<file path="config.mk">
export PLATFORM = sky130hd
export DESIGN_NAME = bus_timer_peripheral
export DESIGN_NICKNAME = d
export VERILOG_FILES = /design/src/rtl/bus_timer_peripheral.sv
export SDC_FILE = /design/constraint.sdc
export NUM_CORES = 1
export LEC_CHECK = 0
export ABC_AREA = 1
export ABC_CLOCK_PERIOD_IN_PS = 2700
export BUFFER_PORTS_ARGS = -buffer_cell sky130_fd_sc_hd__buf_2
export CORE_MARGIN = 1
export CORE_UTILIZATION = 25
export CTS_BUF_LIST = sky130_fd_sc_hd__clkbuf_2 sky130_fd_sc_hd__clkbuf_4 sky130_fd_sc_hd__clkbuf_8
export CTS_CLUSTER_SIZE = 8
export DETAILED_ROUTE_END_ITERATION = 8
export HOLD_SLACK_MARGIN = 0.03
export PLACE_DENSITY = 0.53
export RECOVER_POWER = 100
export REMOVE_ABC_BUFFERS = 1
export SYNTH_ARGS = -nofsm -noshare
export SYNTH_HDL_FRONTEND = slang
export SYNTH_SLANG_ARGS = --single-unit
</file>
<file path="constraint.sdc">
create_clock -name clk -period 2.7 [get_ports clk]
set_input_delay 0.135 -clock clk [delete_from_list [all_inputs] [get_ports clk]]
set_output_delay 0.135 -clock clk [all_outputs]
set_load 0.05 [all_outputs]
</file>
<file path="src/rtl/bus_timer_peripheral.sv">
// Memory-mapped peripheral on the MEM-stage bus: reloadable 32-bit timer with
// interrupt, LED and 7-segment digit registers, and a free-running tick counter.
// Reads are combinational; writes commit on the rising clock edge.
module bus_timer_peripheral #(
  parameter logic [31:0] BASE_ADDR = 32'h4000_0000,
  parameter logic [31:0] TH_RST    = 32'h0000_0000
) (
  input  logic        clk,
  input  logic        reset,
  input  logic        rd,
  input  logic        wr,
  input  logic [31:0] addr,
  input  logic [31:0] wdata,
  output logic [31:0] rdata,
  output logic [7:0]  led,
  output logic [11:0] digi,
  output logic        irqout
);

  localparam int unsigned DATA_W = 32;
  localparam int unsigned LED_W  = 8;
  localparam int unsigned DIGI_W = 12;
  localparam int unsigned TCON_W = 3;

  localparam logic [7:0] OFF_TH      = 8'h00;
  localparam logic [7:0] OFF_TL      = 8'h04;
  localparam logic [7:0] OFF_TCON    = 8'h08;
  localparam logic [7:0] OFF_LED     = 8'h0C;
  localparam logic [7:0] OFF_DIGI    = 8'h10;
  localparam logic [7:0] OFF_SYSTICK = 8'h14;

  localparam logic [DATA_W-1:0] TL_MAX = '1;

  logic [DATA_W-1:0] th_q;
  logic [DATA_W-1:0] tl_q;
  logic [TCON_W-1:0] tcon_q;
  logic [LED_W-1:0]  led_q;
  logic [DIGI_W-1:0] digi_q;
  logic [DATA_W-1:0] systick_q;

  logic [DATA_W-1:0] tl_next;
  logic [TCON_W-1:0] tcon_next;

  logic sel;
  logic hit_th, hit_tl, hit_tcon, hit_led, hit_digi, hit_systick;
  logic overflow;

  // Address decode: window select plus word-aligned register offset match.
  always_comb begin
    hit_th      = 1'b0;
    hit_tl      = 1'b0;
    hit_tcon    = 1'b0;
    hit_led     = 1'b0;
    hit_digi    = 1'b0;
    hit_systick = 1'b0;
    sel         = (addr[31:8] == BASE_ADDR[31:8]);
    if (sel && (addr[1:0] == 2'b00)) begin
      case (addr[7:0])
        OFF_TH:      hit_th      = 1'b1;
        OFF_TL:      hit_tl      = 1'b1;
        OFF_TCON:    hit_tcon    = 1'b1;
        OFF_LED:     hit_led     = 1'b1;
        OFF_DIGI:    hit_digi    = 1'b1;
        OFF_SYSTICK: hit_systick = 1'b1;
        default:     ;
      endcase
    end
  end

  // Combinational read mux; zero when not reading or unmapped.
  always_comb begin
    rdata = '0;
    if (rd) begin
      if (hit_th)      rdata = th_q;
      if (hit_tl)      rdata = tl_q;
      if (hit_tcon)    rdata = DATA_W'(tcon_q);
      if (hit_led)     rdata = DATA_W'(led_q);
      if (hit_digi)    rdata = DATA_W'(digi_q);
      if (hit_systick) rdata = systick_q;
    end
  end

  // Timer next state; a CPU write beats counting, an interrupt set beats a clear.
  always_comb begin
    overflow  = tcon_q[0] && (tl_q == TL_MAX);
    tl_next   = tl_q;
    tcon_next = tcon_q;
    if (tcon_q[0]) begin
      tl_next = overflow ? th_q : tl_q + DATA_W'(1);
    end
    if (overflow && tcon_q[1]) begin
      tcon_next[2] = 1'b1;
    end
    if (wr && hit_tl) begin
      tl_next = wdata;
    end
    if (wr && hit_tcon) begin
      tcon_next[1:0] = wdata[1:0];
      tcon_next[2]   = wdata[2] | (overflow & tcon_q[1]);
    end
  end

  // Register state; SYSTICK free-runs and wraps.
  always_ff @(posedge clk or negedge reset) begin
    if (!reset) begin
      th_q      <= TH_RST;
      tl_q      <= '0;
      tcon_q    <= '0;
      led_q     <= '0;
      digi_q    <= '0;
      systick_q <= '0;
    end else begin
      tl_q      <= tl_next;
      tcon_q    <= tcon_next;
      systick_q <= systick_q + DATA_W'(1);
      if (wr && hit_th)   th_q   <= wdata;
      if (wr && hit_led)  led_q  <= wdata[LED_W-1:0];
      if (wr && hit_digi) digi_q <= wdata[DIGI_W-1:0];
    end
  end

  assign led    = led_q;
  assign digi   = digi_q;
  assign irqout = tcon_q[1] & tcon_q[2];

endmodule
</file>
* Word level (Yosys, flattened, before mapping)
Cells that the tools add are included.
Cells by class: add/subtract/negate cells 2, eq/ne operators 7, multiplexer cells 24, bitwise operators 3, reduce and logical (&&, ||, !) cells 12
Operators by type and width (number):
- two-way mux 32 bit | 10
- adder 32 x 1 -> 32 bit (second input constant) | 2
- == test 32 bit (second input constant) | 1
- == test 24 x 23 -> 1 bit (second input constant) | 1
- == test 8 x 4 -> 1 bit (second input constant) | 2
- == test 8 x 5 -> 1 bit (second input constant) | 2
- two-way mux 1 bit | 13
- == test 8 x 3 -> 1 bit (second input constant) | 1
- logical AND 1 bit | 8
- logical NOT 8 bit | 1
- nonzero test 2 bit | 2
- two-way mux 3 bit | 1
- bitwise AND 1 bit | 2
- logical NOT 2 bit | 1
- bitwise OR 1 bit | 1
Storage, ports and cells: register bits 119, input bits 68, output and inout bits 53, logic and storage cells 55

* Logic depth before layout (Yosys ltp)
depth in word-level cells 10, mapped depth 14, depth with buffers taken out 13

* Least setup slack after synthesis
No wires, ideal clock.
path kind input to output, start in addr[29], end out rdata[1], data arrival time 2047 ps, data required time 2565 ps, slack 518 ps, stages 9, buffers on the path 1, cells stage by stage or2_0 -> nor2_1 -> nand2_1 -> nor2_8 -> nand3_2 -> clkinv_1 -> buf_4 -> a21oi_1 -> a21oi_1
On the way: longest elaborated chain between the ends 10, elaborated cells between the ends (all ways) 15, classes of those cells 1 x eq/ne; 13 x mux; 1 x reduce/logical
RTL lines:
- start, declared | RTL line 12 | input logic [31:0] addr,
- == test 24 x 23 -> 1 bit (*) | RTL line 56 | sel = (addr[31:8] == BASE_ADDR[31:8]);
- logical AND 1 bit (*) | RTL line 57 | if (sel && (addr[1:0] == 2'b00)) begin
- two-way mux 1 bit | RTL line 57
- two-way mux 32 bit | RTL line 74 | if (hit_th) rdata = th_q;
- two-way mux 32 bit | RTL line 75 | if (hit_tl) rdata = tl_q;
- two-way mux 32 bit | RTL line 76 | if (hit_tcon) rdata = DATA_W'(tcon_q);
- two-way mux 32 bit | RTL line 77 | if (hit_led) rdata = DATA_W'(led_q);
- two-way mux 32 bit | RTL line 78 | if (hit_digi) rdata = DATA_W'(digi_q);
- two-way mux 32 bit (*) | RTL line 79 | if (hit_systick) rdata = systick_q;
- two-way mux 32 bit (*) | RTL line 73 | if (rd) begin
- end, declared | RTL line 14 | output logic [31:0] rdata,
Mark *: on every way between the ends. The rest lies on a longest branch, timed or not.

* Worst setup path in the final report
Ends and elaborated chain as after synthesis.

==> summary.md <==
| Metric | Value |
|---|---|
| PwrDens | `368.8 nW/um^2` |
| Antenna viol nets, final | `0` |
| Sink Count | `119` |
| Number of global-route vias before repair | `7398` |
| Ys flop type | `dfrtp_1` |
| Clock Latency Late Sink | `470 ps` |
| Yosys reg bits | `119` |
| Post-route cell area | `9288 um^2` |
| Largest net degree at the start of global routing | `52` |
| Cell taking the most area after synthesis | `dfrtp_1` |
| GR Overflow Total | `0` |
| Vert. Die Dim | `176.9 um` |
| Switching power | `0.9374 mW` |
| Post-synth ARST share | `1.000` |
| Skew final | `18.16 ps` |
| Final RePlAce weighted congestion | `0.9000` |
| Post-Synthesis Cells | `1089` |
| Final worst path period share | `0.8967` |
| Post-CTS resize count | `0` |
| Post-CTS Hold Fix Bufs | `33` |
| Yosys top cell area share | `0.3893` |
| IO Count | `121` |
| DP Area | `8721 um^2` |
| DR pass1 iterations | `5` |
| # diodes | `0` |
| Vias/cell | `4.614` |
| Total GRT Usage | `0.1749` |
| Flop pwr share | `0.520` |
| Post-DR wirelength/cell | `16.02 um` |
| Initial drt markers | `603` |
| Row cnt | `63` |
| Cell internal pwr | `2.488 mW` |
| Tmin final | `2421 ps` |
| Pins Over Slew Limit | `0` |
| CORE AREA | `29870 um^2` |
| Mapped Area | `7650 um^2` |
| Critical Path RT | `2570 ps` |
| Hold Path Class | `input port to flip-flop` |
| Post-CTS Setup Inserts | `0` |
| CTS tree | `yes` |
| Share of cells above drive strength 1 | `0.1281` |
| Drt drc | `0` |
| Cell variety after synth | `38` |
| Kind of critical path | `input port to output port` |
| Lkg Pwr | `4.572 nW` |
| Critical path capture point type | `output port` |
| Clock Path Buffers | `2` |
| Outcome | `completed` |
| Number of I/O port buffers | `120` |
| Synth area leaders | `dfrtp_1 39%, nand2_1 15%, inv_1 7.6%, nand3_1 6.9%, nor2_1 4.9%` |
| Nets | `1315` |
| Final hold vios | `0` |
| Initial antenna violation count | `0` |
| Root Driver | `clkbuf_8` |
| Worst VDD drop | `288.4 uV` |
| Critical Path AT | `2290 ps` |
| Post-Route WL | `26390 um` |
| Clock slew at reported path FFs | `70 ps` |
| Die W | `176.9 um` |
| Sw Share | `0.2736` |
| Fillers | `3298` |
| EDFF count, synth | `0` |
| Global-route wire length before repair | `41420 um` |
| DP Cell Count | `1583` |
| Via count | `7599` |
| Non-Filler Instances | `1647` |
| Seq/Total Area, Yosys | `0.3893` |
| Hold slack | `74.12 ps` |
| Critical path fanouts, max | `14` |
| Setup_tns | `0 ps` |
| Initial Util | `0.2561` |
| Clock power share | `0.426` |
| CTS buffer count | `17` |
| Final setup viols | `0` |
| Die area | `31300 um^2` |
| RSZ-0062 raised after global routing | `no` |
| Ys Warns | `0` |
| Worst slew pin tran | `1404 ps` |
| H-tree depth | `4` |
| Slew margin rel. | `0.06404` |
| MaxCap Viol Count | `0` |
| Syn Area/Cell | `7.025 um^2` |
| CP Launch Type | `input port` |
| Max Clk Rate | `413.0 MHz` |
| Area grow syn2layout | `21.41%` |
| Comb pwr share | `0.054` |
| HPWL Detailed | `19920 um` |
-- final timing paths --
check / from / slack (ps) / endpoint / depth (start not counted)
setup / recovery: addr[29] / 280 / rdata[1] / 10
hold / removal: wr / 70 / digi[10]$_DFFE_PN0P_ / 3
setup reg to reg: systick_q[0]$_DFF_PN0_ / 310 / systick_q[29]$_DFF_PN0_ / 11
hold reg to reg: th_q[7]$_DFFE_PN0P_ / 480 / th_q[7]$_DFFE_PN0P_ / 2
max in group asynchronous: reset / 500 / tl_q[16]$_DFFE_PN0P_ / 3
min in group asynchronous: reset / 500 / led[1]$_DFFE_PN0P_ / 2
-- critical path, cell delays in order --
cell and delay [ps]:
buf_2 90, or2_0 200, nor2_1 110, nand2_1 160, nor2_8 220, nand3_1 150, inv_1 400, a21oi_1 120
a21oi_1 190, clkbuf_1 490
-- area by class of cell --
class	instances	area, um^2	area share
Multi-Input combinational cell	768	3795	0.4086
Clock inverter	14	103.9	0.01118
Timing Repair Buffer	176	1077	0.1160
Tap cell	390	488.0	0.05254
Clock buffer	17	234.0	0.02519
Inverter	163	611.8	0.06588
Sequential cell	119	2978	0.3206
-- kinds of logic after synthesis --
logic type                 Yosys count  synth area share
AOI/OAI and AO/OA                  115           0.08620
buffers and inverters              202            0.1117
xor gates and xnor gates            45           0.05152
and+or+nand+nor                    584            0.3292
muxes                               22           0.02879
DFF                                119            0.3893
adders and majority gates            2          0.003271
-- per-stage QoR --
stage | util | setup WS [ps] | power (mW)
finish | 0.3109 | 278.9 | 3.426
global route | 0.3109 | 104.6 | 3.551
CTS | 0.3143 | 360.7 | 3.473
detailed placement | 0.2919 | 387.7 | 1.972
global placement | 0.2919 | 380.1 | 1.973
floorplan | - | 71.07 | 1.842
-- power groups by stage --
stage	Combinational [mW]	Sequential, mW	Clock [mW]
final	0.185	1.78	1.46
after CTS	0.195	1.78	1.50
after global routing	0.208	1.78	1.56
after detailed placement	0.156	1.82	0
after floorplan	0.0250	1.82	0
after global placement	0.157	1.82	0
-- cells in the mapped netlist, types with 2 or more instances --
library cell and instances:
or2_2 2, dfrtp_1 119, nor2_2 4, o21ai_0 57, nand2_4 2, nor3b_1 2
buf_2 17, a31oi_1 2, buf_4 8, nor2_1 100, buf_6 6, inv_2 8
xnor2_1 4, nand2_2 3, nor3_1 26, o21ai_1 3, mux2i_1 22, xor2_1 41
nand2_1 312, clkbuf_1 8, inv_1 154, ha_1 2, nand3_2 3, nand3_1 105
nand4_1 17, a21oi_1 22, o211ai_1 29
-- routing by layer --
metal,wire [um],track usage
met1,12920,0.2474
met5,0,0
met2,11730,0.2727
met3,1393,0.02857
met4,348,0.04957
-- layout by cell type (no fill, tap or decap), types with 26 or more instances in the layout --
cell,instances
o211ai_1,29
clkbuf_1,31
nor2_1,105
xor2_1,41
inv_1,157
o21ai_0,59
dlygate4sd3_1,33
dfrtp_1,119
nand2_1,312
clkbuf_2,27
nor3_1,26
nand3_1,106
buf_2,67
-- flip-flops by register name, indices dropped and copies added (netlist names) --
| name | count |
|---|---|
| led | 8 |
| tl_q | 32 |
| systick_q | 32 |
| tcon_q | 3 |
| digi | 12 |
| th_q | 32 |
Power figures use the tool's default switching activity.
